===== config.mk =====
export PLATFORM = sky130hd
export DESIGN_NAME = reg_writeback_arbiter
export DESIGN_NICKNAME = d
export VERILOG_FILES = /design/src/rtl/wb_pkg.sv /design/src/rtl/wb_fifo.sv /design/src/rtl/reg_writeback_arbiter.sv
export SDC_FILE = /design/constraint.sdc
export NUM_CORES = 1
export LEC_CHECK = 0
export CORE_UTILIZATION = 52
export DETAILED_ROUTE_END_ITERATION = 10
export PLACE_DENSITY = 0.83
export SYNTH_ARGS = -nofsm -noshare
export SYNTH_HDL_FRONTEND = slang
export SYNTH_SLANG_ARGS = --single-unit

===== constraint.sdc =====
create_clock -name CLK -period 2.9 [get_ports CLK]
set_clock_uncertainty 0.2 [all_clocks]
set_input_delay 0.58 -clock CLK [delete_from_list [all_inputs] [get_ports CLK]]
set_output_delay 0.58 -clock CLK [all_outputs]
set_load 0.05 [all_outputs]

===== src/rtl/wb_pkg.sv =====
// Shared types for the register-bank write-back path: request payload and
// round-robin source identifier.
package wb_pkg;

   localparam int unsigned WB_WIDTH  = 32;
   localparam int unsigned WB_ADDR_W = 4;
   localparam int unsigned WB_DEPTH  = 4;

   typedef struct packed {
      logic [WB_ADDR_W-1:0] addr;
      logic [WB_WIDTH-1:0]  data;
   } wb_req_t;

   typedef enum logic {
      SRC_ALU = 1'b0,
      SRC_MEM = 1'b1
   } wb_src_t;

endpackage


===== src/rtl/wb_fifo.sv =====
// Small circular queue of write-back requests; count carries one extra bit so
// full and empty are distinguishable.
module wb_fifo
   import wb_pkg::*;
#(
   parameter int unsigned DEPTH = WB_DEPTH
) (
   input  logic                     clk,
   input  logic                     rst_n,
   input  logic                     flush,
   input  logic                     push,
   input  logic                     pop,
   input  wb_req_t                  din,
   output wb_req_t                  head_c,
   output logic                     full_c,
   output logic                     empty_c,
   output logic [$clog2(DEPTH):0]   count
);

   localparam int unsigned PTR_W = $clog2(DEPTH);
   localparam int unsigned CNT_W = PTR_W + 1;

   wb_req_t            mem [DEPTH];
   logic [PTR_W-1:0]   wr_ptr;
   logic [PTR_W-1:0]   rd_ptr;
   logic               do_push;
   logic               do_pop;

   assign full_c  = (count == CNT_W'(DEPTH));
   assign empty_c = (count == '0);
   assign head_c  = mem[rd_ptr];
   assign do_push = push & ~full_c;
   assign do_pop  = pop & ~empty_c;

   // Pointers wrap naturally because DEPTH is a power of two.
   always_ff @(posedge clk or negedge rst_n) begin
      if (!rst_n) begin
         wr_ptr <= '0;
         rd_ptr <= '0;
         count  <= '0;
      end else if (flush) begin
         wr_ptr <= '0;
         rd_ptr <= '0;
         count  <= '0;
      end else begin
         if (do_push) wr_ptr <= wr_ptr + PTR_W'(1);
         if (do_pop)  rd_ptr <= rd_ptr + PTR_W'(1);
         case ({do_push, do_pop})
            2'b10:   count <= count + CNT_W'(1);
            2'b01:   count <= count - CNT_W'(1);
            default: count <= count;
         endcase
      end
   end

   always_ff @(posedge clk) begin
      if (do_push) mem[wr_ptr] <= din;
   end

endmodule


===== src/rtl/reg_writeback_arbiter.sv =====
// Write-side master of the register bank: queues ALU and MEM results and
// issues one registered bank write per cycle with round-robin fairness.
module reg_writeback_arbiter
   import wb_pkg::*;
#(
   parameter int unsigned WIDTH  = WB_WIDTH,
   parameter int unsigned ADDR_W = WB_ADDR_W,
   parameter int unsigned DEPTH  = WB_DEPTH
) (
   input  logic                          CLK,
   input  logic                          RST_N,
   input  logic                          FLUSH,
   input  logic                          A_VALID,
   output logic                          A_READY,
   input  logic [ADDR_W-1:0]             A_ADDR,
   input  logic [WIDTH-1:0]              A_DATA,
   input  logic                          M_VALID,
   output logic                          M_READY,
   input  logic [ADDR_W-1:0]             M_ADDR,
   input  logic [WIDTH-1:0]              M_DATA,
   output logic                          WE3,
   output logic [ADDR_W-1:0]             RA3,
   output logic [WIDTH-1:0]              WD3,
   output logic [$clog2(2*DEPTH):0]      PENDING
);

   localparam int unsigned CNT_W  = $clog2(DEPTH) + 1;
   localparam int unsigned PEND_W = $clog2(2*DEPTH) + 1;

   wb_src_t            rr_q;
   wb_src_t            rr_d;
   wb_req_t            a_din;
   wb_req_t            m_din;
   wb_req_t            a_head;
   wb_req_t            m_head;
   wb_req_t            win;
   logic               a_full;
   logic               m_full;
   logic               a_empty;
   logic               m_empty;
   logic               a_pop;
   logic               m_pop;
   logic [CNT_W-1:0]   a_count;
   logic [CNT_W-1:0]   m_count;

   // Readiness looks only at the registered count, never at a same-cycle pop.
   assign A_READY = ~a_full & ~FLUSH;
   assign M_READY = ~m_full & ~FLUSH;
   assign a_din   = '{addr: WB_ADDR_W'(A_ADDR), data: WB_WIDTH'(A_DATA)};
   assign m_din   = '{addr: WB_ADDR_W'(M_ADDR), data: WB_WIDTH'(M_DATA)};
   assign PENDING = PEND_W'(a_count) + PEND_W'(m_count);

   wb_fifo #(.DEPTH(DEPTH)) u_alu_q (
      .clk     (CLK),
      .rst_n   (RST_N),
      .flush   (FLUSH),
      .push    (A_VALID & A_READY),
      .pop     (a_pop),
      .din     (a_din),
      .head_c  (a_head),
      .full_c  (a_full),
      .empty_c (a_empty),
      .count   (a_count)
   );

   wb_fifo #(.DEPTH(DEPTH)) u_mem_q (
      .clk     (CLK),
      .rst_n   (RST_N),
      .flush   (FLUSH),
      .push    (M_VALID & M_READY),
      .pop     (m_pop),
      .din     (m_din),
      .head_c  (m_head),
      .full_c  (m_full),
      .empty_c (m_empty),
      .count   (m_count)
   );

   always_ff @(posedge CLK or negedge RST_N) begin
      if (!RST_N) rr_q <= SRC_ALU;
      else        rr_q <= rr_d;
   end

   // Pointer only moves when both sources compete; flush parks it on ALU.
   always_comb begin
      a_pop = 1'b0;
      m_pop = 1'b0;
      rr_d  = rr_q;
      win   = a_head;
      if (FLUSH) begin
         rr_d = SRC_ALU;
      end else if (!a_empty && !m_empty) begin
         if (rr_q == SRC_ALU) begin
            a_pop = 1'b1;
            rr_d  = SRC_MEM;
         end else begin
            m_pop = 1'b1;
            rr_d  = SRC_ALU;
         end
      end else if (!a_empty) begin
         a_pop = 1'b1;
      end else if (!m_empty) begin
         m_pop = 1'b1;
      end
      if (m_pop) win = m_head;
   end

   always_ff @(posedge CLK or negedge RST_N) begin
      if (!RST_N) begin
         WE3 <= 1'b0;
         RA3 <= '0;
         WD3 <= '0;
      end else begin
         WE3 <= a_pop | m_pop;
         if (a_pop | m_pop) begin
            RA3 <= ADDR_W'(win.addr);
            WD3 <= WIDTH'(win.data);
         end
      end
   end

endmodule


# --- Word-level counts from Yosys, hierarchy flattened ---
# Memory sizes are Yosys's and may differ from the RTL's.
# Index checks and enable logic that the tools add are counted.
op_classes:
  addsub: 9
  n_eq_ne: 6
  muxes: 28
  bitwise_logic: 14
  reduce_logical: 12
op_table:
  columns: ["cell", "count"]
  rows:
  - ["$mux 36", 1]
  - ["$mux 2", 8]
  - ["$mux 1", 15]
  - ["$pmux 3 s2", 2]
  - ["$reduce_bool 2->1", 5]
  - ["$add 2x1->2 const B", 4]
  - ["$and 1x1->1", 8]
  - ["$add 3x1->3 const B", 2]
  - ["$eq 3x3->1 const B", 2]
  - ["$logic_not 3->1", 2]
  - ["$mux 3", 2]
  - ["$reduce_bool 3->1", 2]
  - ["$sub 3x1->3 const B", 2]
  - ["$not 1->1", 5]
  - ["$add 3x3->4", 1]
  - ["$eq 2x1->1 const B", 2]
  - ["$eq 2x2->1 const B", 2]
  - ["$logic_not 1->1", 2]
  - ["$logic_and 1x1->1", 1]
  - ["$or 1x1->1", 1]
word_totals:
  reg_bits: 52
  mem_bits_rw: 288
  input_bits: 77
  out_inout_bits: 43
  elab_cells: 81
  n_memories: 2
mem_list:
  columns: ["memory", "depth", "width", "read_ports", "rd_ports_with_merged_regs", "write_ports", "line", "text"]
  rows:
  - ["u_alu_q.mem", 4, 36, 1, 0, 1, "wb_fifo.sv:23", "wb_req_t mem [DEPTH];"]
  - ["u_mem_q.mem", 4, 36, 1, 0, 1, "wb_fifo.sv:23", null]

# --- Depth between registers and ports, before layout ---
# Gate-level depths: netlist of run 1.
depth:
  word_depth: 9
  ltp_mapped: 11

# --- Modules after synthesis ---
# From an unflattened synthesis of run 1, not the netlist that was laid out.
unflattened:
  hier_cells: 726
  hier_area_um2: 13574.3
by_module_without_submodules:
  columns: ["module", "instances", "cells_per_inst", "area_per_inst_um2", "seq_area_each_um2"]
  rows:
  - ["wb_fifo (u_alu_q)", 1, 249, 5760.5, 4499.3]
  - ["wb_fifo (u_mem_q)", 1, 249, 5724.2, 4499.3]
  - ["reg_writeback_arbiter", 1, 228, 2089.5, 950.9]

# --- Worst setup path before layout of run 1 ---
# No wires, ideal clock.
synth_path:
  path_kind: "register to register"
  from: "reg u_mem_q.count[1]"
  to: "reg u_mem_q.count[1]"
  setup_time_ns: 0.087
  arrival_ns: 2.641
  required_ns: 2.613
  path_slack_ns: -0.027
  stages_incl_launch_ff: 11
  path_buffers: 3
  cell_sequence: "dfrtp_1 buf_2 or3_1 o21ai_2 nand2b_1 buf_2 buf_2 nor2_1 fa_1 or4b_1 o211ai_1"
synth_via:
  elab_chain_cells: 9
synth_lines:
  columns: ["element", "line", "text"]
  rows:
  - ["from (decl)", "wb_fifo.sv:17", "output logic [$clog2(DEPTH):0] count"]
  - ["from (signal assigned)", "wb_fifo.sv:49", "2'b10: count <= count + CNT_W'(1);"]
  - ["from (signal assigned)", "wb_fifo.sv:50", "2'b01: count <= count - CNT_W'(1);"]
  - ["from (signal assigned)", "wb_fifo.sv:51", "default: count <= count;"]
  - ["$logic_not 3->1", "wb_fifo.sv:30", "assign empty_c = (count == '0);"]
  - ["$mux 1 / $logic_not 1->1 (equally long branches)", null, null]
  - ["$mux 1 / $logic_and 1x1->1 (equally long branches)", "reg_writeback_arbiter.sv:100, reg_writeback_arbiter.sv:92", null]
  - ["$mux 1", "reg_writeback_arbiter.sv:92", "end else if (!a_empty && !m_empty) begin"]
  - ["$mux 1", "reg_writeback_arbiter.sv:90", "if (FLUSH) begin"]
  - ["$and 1x1->1", "wb_fifo.sv:33", "assign do_pop = pop & ~empty_c;"]
  - ["$eq 2x1->1 / $eq 2x2->1 (equally long branches)", "wb_fifo.sv:48", "case ({do_push, do_pop})"]
  - ["$pmux 3 s2", "wb_fifo.sv:48", null]
  - ["$mux 3", "wb_fifo.sv:41", "end else if (flush) begin"]
# Parallel ways exist; a longest one is shown, timed or not.
# A chain may end at the register's enable or synchronous reset.

# --- Final worst setup path of run 1 ---
layout_path:
  from: "reg u_mem_q.count[0]"
  to: "out PENDING[2]"
layout_via:
  elab_chain_cells: 1
layout_lines:
  columns: ["element", "line", "text"]
  rows:
  - ["$add 3x3->4", "reg_writeback_arbiter.sv:51", "assign PENDING = PEND_W'(a_count) + PEND_W'(m_count);"]
  - ["to (decl)", "reg_writeback_arbiter.sv:24", "output logic [$clog2(2*DEPTH):0] PENDING"]
# No other way between the ends.

==> results of run 1 <==
per-layer routing:
layer	global-route usage	routed length (um)
met5	0	46
met4	0.0832	748
met3	0.0465	1740
met2	0.384	14700
met1	0.297	11100
cell usage after synthesis (4+ instances only):
library cell,count
edfxtp_1,288
mux4_2,72
dfrtp_1,52
nand2_1,27
a21oi_1,24
a21o_1,20
buf_2,19
a22o_1,18
a2bb2oi_1,18
clkbuf_1,14
inv_1,14
ha_1,11
nor2_1,11
and2_1,8
o21ai_0,4
o31ai_1,4
stage by stage:
stage | utilization | hold WS, ns | instance area (um^2) | power (uW) | instances
4_1_cts | 0.657 | 0.0446 | 16100 | 15700 | 1154
2_1_floorplan | - | 0.0844 | 13200 | 9700 | 648
5_1_grt | 0.658 | 0.0805 | 16100 | 16200 | 1155
3_5_place_dp | 0.614 | 0.270 | 15100 | 11400 | 1092
3_3_place_gp | 0.614 | 0.277 | 15100 | 11300 | 1092
6_report | 0.658 | 0.0490 | 16100 | 15600 | 1155
timing repair:
action / CTS / global route
endpoints found under the setup margin: 3 / 3
gates resized for setup: 3 / 4
buffers inserted: 0 / 0
layout make-up:
type,instances,area share
sequential,340,0.617
multi-input combinational,260,0.187
timing repair buffer,154,0.101
clock buffer,51,0.0598
tap,324,0.0251
clock inverter,11,0.00652
inverter,14,0.00326
antenna,1,0.000155
worst paths after layout:
kind                                               from                            end  cells past startpoint
max                        u_mem_q.count[0]$_DFFE_PN0P_                     PENDING[2]                      5
min                                               RST_N   u_alu_q.count[2]$_DFFE_PN0P_                      2
min reg2reg                          WD3[9]$_DFFE_PN0P_             WD3[9]$_DFFE_PN0P_                      1
min in group CLK                     WD3[9]$_DFFE_PN0P_             WD3[9]$_DFFE_PN0P_                      1
max reg2reg                u_mem_q.count[0]$_DFFE_PN0P_   u_mem_q.count[2]$_DFFE_PN0P_                      8
max in group asynchronous                         RST_N  u_alu_q.rd_ptr[0]$_DFFE_PN0P_                      2
cells by family after synthesis:
group,count (synthesis),share of synthesized area
AND/OR/NAND/NOR,63,0.0240
adder cells (fa/ha/maj),14,0.0150
flip-flops,340,0.756
multiplexers,76,0.126
buffers and inverters,48,0.0158
AO/OA/AOI/OAI,101,0.0573
XOR/XNOR,6,0.00514
sequential cells by signal, indices dropped and copies added (netlist names):
register        cells
rr_q                1
RA3                 4
u_mem_q.mem       144
WD3                32
u_alu_q.mem       144
u_alu_q.count       3
u_alu_q.wr_ptr      2
u_mem_q.count       3
WE3                 1
u_mem_q.rd_ptr      2
u_mem_q.wr_ptr      2
u_alu_q.rd_ptr      2
placed cells by master (no fill, tap or decap), drive strengths merged, types with 2 or more instances in the layout:
master / instances
a211oi: 2
a21o: 20
a21oi: 25
a22o: 18
a2bb2oi: 18
and2: 8
buf: 40
clkbuf: 52
clkdlybuf4s50: 112
clkinv: 7
dfrtp: 52
edfxtp: 288
fa: 3
ha: 11
inv: 17
mux2i: 3
mux4: 72
nand2: 27
nand2b: 2
nand3: 3
nor2: 12
nor3: 6
o211ai: 3
o21ai: 5
o31ai: 4
or3: 2
xnor2: 2
xor2: 3
power by group through the flow:
stage	registers, uW	logic, uW	clock network [uW]
after floorplan	7150	2550	0
after global placement	6390	4870	0
after detailed placement	6410	5000	0
after CTS	6340	5100	4240
after global routing	6390	5370	4420
final	6350	5050	4170
==> flow_summary.json, run 1 <==
{
  "outcome": "finished, final reports clean",
  "nNetsFinal": 895,
  "synth_area_um2": 13200,
  "crit_required_ns": 2.12,
  "drt_iter0_drc": 695,
  "root_buffer": "clkbuf_16",
  "powerDensity_nw_per_um2": 965,
  "synth.area.top_cells": "edfxtp_1 (66%), mux4_2 (12%), dfrtp_1 (9.9%), a22o_1 (1.2%), a2bb2oi_1 (1.2%)",
  "ff_latch_area_um2": 9960,
  "yosysWarnings": 0,
  "avgSynthCellArea_um2": 20.3,
  "vias_per_cell": 5.95,
  "cts.hold.buffers_added": 0,
  "ant_nets": 0,
  "grt_setup_unrepaired": "no",
  "irDropWorstVdd_mv": 0.739,
  "r2r_slack_ns": 0.27,
  "synthArstFlopShare": 0.153,
  "yosys_most_used_dff": "edfxtp_1",
  "start_util": 0.536,
  "die-height_um": 161,
  "max_stage_delay_ns": 0.48,
  "fin_tns_setup_ns": 0,
  "power_frac_clock": 0.268,
  "dp_slack_ns": 0.135,
  "cts_buffer_depth": 3,
  "critPathArrivalTime_ns": 2.03,
  "worstPathCellList": "ha_1 -> inv_1 -> fa_1 -> xnor2_2 -> buf_12",
  "htree_levels": 2,
  "yosysTopAreaCell": "edfxtp_1",
  "numPortBuffers": 119,
  "hold_violations": 0,
  "synth_edf_count": 288,
  "drive_gt1_frac": 0.224,
  "globalplace.congestion": 0.797,
  "numCtsBuffers": 34,
  "yosysSeqAreaShare": 0.756,
  "std_cell_rows": 57,
  "final-max-slew-violation-count": 0,
  "slew_headroom": 0.371,
  "slowest_stage": "dfrtp_2",
  "crit_family": "adder cells",
  "fin_ws_ns": 0.0869,
  "path_max_fanout": 10,
  "yosys.area.top_type_share": 0.657,
  "ys_ff_latch": 340,
  "multiInputGateArea_um2": 3020,
  "fin_crit_ns": 2.81,
  "cts_tree": "built",
  "crit_type": "register to output port",
  "hpwl_mm": 17.2,
  "sw_frac_of_total": 0.326,
  "die_w_um": 161,
  "antenna_found_initial": 4,
  "grt_pass1_vias": 7348,
  "grt_usage": 0.228,
  "routedWlPerCell_um": 24.6,
  "critPathCaptureType": "output port",
  "grt_pass1_wl_mm": 43.4,
  "drtPass1Iterations": 5,
  "share_comb_of_total_power": 0.324,
  "netlist_instances": 648,
  "p_sw_uw": 5080,
  "core_region_area_um2": 24500,
  "overflow": 0,
  "wl_mm": 28.4,
  "timing.final.crit_share": 0.970,
  "hp-class": "input port to async pin",
  "areaGrowthSynthToFinish_pct": 22.6,
  "fillerInstances": 1571,
  "ioPinCount": 120,
  "seqPwrFrac": 0.407,
  "via_count": 6867,
  "startpoint_type": "register",
  "synth_nets": 739,
  "worst_pin_slew_ns": 0.942,
  "crit_buf_inv": 2,
  "synth_cell_type_count": 44,
  "leakage_uw": 0.00555,
  "cts_sinks": 340,
  "internal-power_uw": 10500,
  "clkTransAtPathRegs_ns": 0.06,
  "drc": 0,
  "max_freq_mhz": 355,
  "clk_latency_ns": 0.52,
  "dieArea_um2": 25900,
  "grt_max_degree": 53,
  "drv_cap": 0,
  "finalSetupViolCount": 0
}
Power figures use the tool's default switching activity.
==> run 2, diff against run 1 <==
- ABC_AREA: default -> 1
==> run 2 against run 1 <==
Against the previous run:
- synthesized area grew 1.5%
- global-route usage increased by 1.3 points
- clock power rose by 1%
- critical endpoint unchanged
==> flow_summary.json, run 2 <==
{
  "startpoint_type": "register",
  "hp-class": "register to register",
  "yosysSeqAreaShare": 0.745,
  "clkTransAtPathRegs_ns": 0.07,
  "slowest_stage": "dfrtp_1",
  "dp_cells": 1480,
  "r2r_end": "u_alu_q.count[2]$_DFFE_PN0P_",
  "timing.final.crit_share": 0.972,
  "synth_edf_count": 288,
  "cp-startpoint": "u_alu_q.count[0]$_DFFE_PN0P_",
  "fin_crit_ns": 2.82,
  "path_max_fanout": 4,
  "areaGrowthSynthToFinish_pct": 21.4,
  "netlist_instances": 1056,
  "slew_headroom": 0.468,
  "synth_top_family_by_area": "simple AND/OR/NAND/NOR gates",
  "post_cts_buffers": 0,
  "worstPathCellList": "ha_1 -> inv_1 -> fa_1 -> xnor2_2 -> buf_12",
  "globalplace.congestion": 0.891,
  "clk_latency_ns": 0.51,
  "wl_mm": 31.1,
  "overflow": 0,
  "drtPass1Iterations": 5,
  "cts_sinks": 340,
  "synth_most_common_cell": "edfxtp_1",
  "synth.area.top_cells": "edfxtp_1 (65%), dfrtp_1 (9.7%), nand2_1 (5.5%), o21ai_0 (5.0%), nor2_1 (3.5%)",
  "max_freq_mhz": 355,
  "grt_max_degree": 74,
  "r2r_slack_ns": 0.58,
  "final_cell_mix": "edfxtp_1 (288), nand2_1 (196), o21ai_0 (133)",
  "yosysTopAreaCell": "edfxtp_1",
  "grt_setup_unrepaired": "no",
  "numCtsBuffers": 35,
  "synthXorXnorAreaFrac": 0.00262,
  "drive_gt1_frac": 0.0890,
  "antenna_found_initial": 1,
  "outcome": "finished, final reports clean",
  "max_stage_delay_ns": 0.48,
  "drt_iter0_drc": 861,
  "setup.worst_path.end": "PENDING[2]",
  "cts_buffer_depth": 3,
  "htree_levels": 2,
  "num_antenna_cells": 0,
  "core_region_area_um2": 25200,
  "dp_slack_ns": 0.148,
  "cts_tree": "built",
  "synth_area_um2": 13300,
  "layout.cells.non_filler": 1544,
  "leakage_uw": 0.00587,
  "synth.top_cells.by_count": "edfxtp_1 (288), nand2_1 (196), o21ai_0 (133), nor2_1 (123), o22ai_1 (54)",
  "start_util": 0.530,
  "synthAdderAreaFrac": 0.0148,
  "grt_usage": 0.241,
  "avgSynthCellArea_um2": 12.6,
  "final-max-slew-violation-count": 0,
  "routedWlPerCell_um": 20.1,
  "crit_type": "register to output port",
  "finalSetupViolCount": 0,
  "ant_nets": 0,
  "synth_compound_area_frac": 0.0919,
  "hold_violations": 0,
  "grt_pass1_wl_mm": 47.7,
  "numPortBuffers": 119,
  "grt_pass1_vias": 8978,
  "yosys_most_used_dff": "edfxtp_1",
  "synth_cell_type_count": 29,
  "yosysWarnings": 0,
  "synth_nets": 1147,
  "layout_commonest_cell": "edfxtp_1",
  "synthArstFlopShare": 0.153,
  "critPathCaptureType": "output port",
  "r2r_start": "u_mem_q.count[1]$_DFFE_PN0P_",
  "fillerInstances": 1794,
  "synthMuxAreaShare": 0,
  "root_buffer": "clkbuf_16",
  "irDropWorstVdd_mv": 0.851,
  "crit_required_ns": 2.12,
  "nNetsFinal": 1279,
  "yosys.area.top_type_share": 0.648,
  "die_w_um": 162,
  "die-height_um": 162,
  "reg_top3": "u_alu_q.mem (144), u_mem_q.mem (144), WD3 (32)",
  "critPathArrivalTime_ns": 2.04,
  "synthSimpleGateAreaFrac": 0.114,
  "vias_per_cell": 5.74,
  "worst_pin_slew_ns": 0.793,
  "std_cell_rows": 58,
  "hpwl_mm": 19.0,
  "dieArea_um2": 26300,
  "via_count": 8870,
  "powerDensity_nw_per_um2": 946,
  "fin_ws_ns": 0.0810,
  "drv_cap": 0,
  "drc": 0,
  "r2r_cells": 14,
  "ys_ff_latch": 340,
  "ioPinCount": 120
}
## run 2: changes by cell type in the layout (fill, tap and decap cells not counted), sizes merged, moves of 18 or more
| cell | before | now |
|---|---|---|
| a21o | 20 | 0 |
| nor2 | 12 | 125 |
| nand2 | 27 | 199 |
| a22o | 18 | 0 |
| o22ai | 1 | 54 |
| inv | 17 | 35 |
| a21oi | 25 | 43 |
| a2bb2oi | 18 | 0 |
| mux4 | 72 | 0 |
| nand3 | 3 | 47 |
| o21ai | 5 | 133 |
## run 2: how the worst min path moves through the flow
stage | start | endpoint | depth (start not counted)
floorplan | RST_N | RA3[0]$_DFFE_PN0P_ | 0
global placement | WD3[16]$_DFFE_PN0P_ | WD3[16]$_DFFE_PN0P_ | 2
detailed placement | WD3[11]$_DFFE_PN0P_ | WD3[11]$_DFFE_PN0P_ | 2
CTS | WD3[11]$_DFFE_PN0P_ | WD3[11]$_DFFE_PN0P_ | 2
global route | WD3[30]$_DFFE_PN0P_ | WD3[30]$_DFFE_PN0P_ | 2
finish | RA3[1]$_DFFE_PN0P_ | RA3[1]$_DFFE_PN0P_ | 2
## run 2: area by class of cell
cell class / count / area (um^2) / share of cell area
Inverter: 35 / 136 / 0.00841
Sequential cell: 340 / 9950 / 0.614
Clock inverter: 13 / 96.3 / 0.00594
Clock buffer: 50 / 983 / 0.0607
Tap cell: 330 / 413 / 0.0255
Timing Repair Buffer: 151 / 1580 / 0.0976
Multi-Input combinational cell: 625 / 3050 / 0.188
## run 2: report_power, final
group          internal, uW  switching [uW]  total (uW)
sequential             5840             339        6180
clock                  2450            1770        4220
combinational          1520            3420        4940
## run 2: timing repair
item | CTS | global route
hold buffers | 1 | 0
hold endpoints to repair | 23 | 0
setup endpoints to repair | 0 | 2
gates resized for setup | 0 | 2
## run 2: kinds of logic after synthesis
kind of cell,Yosys count
simple gates,377
flops,340
compound gates,230
buf+inv,91
fa+ha+maj,14
xor+xnor,4
## run 2: worst max-delay path, delay by kind of cell, from the launching register on
family / cells / cell delay [ns]
buf+inv: 2 / 0.21
xor+xnor: 1 / 0.22
flops: 1 / 0.48
fa+ha+maj: 2 / 0.62
## run 2: stage by stage
stage	instance area, um^2	util	total power [uW]	setup TNS [ns]	hold WS (ns)
after global routing	16200	0.644	16000	0	0.328
after detailed placement	15100	0.600	11100	0	0.269
after CTS	16200	0.643	15300	0	0.283
after floorplan	13400	-	9400	-43.63	0.0844
final	16200	0.644	15300	0	0.286
after global placement	15100	0.600	10900	0	0.265
## run 2: metal layers
layer  GRT usage  up-vias  share of wire
li1            -     4031              -
met4      0.0973        2          0.034
met2       0.416      419           0.51
met5           0        -        0.00055
met1       0.297     4349           0.38
met3      0.0508       69          0.078
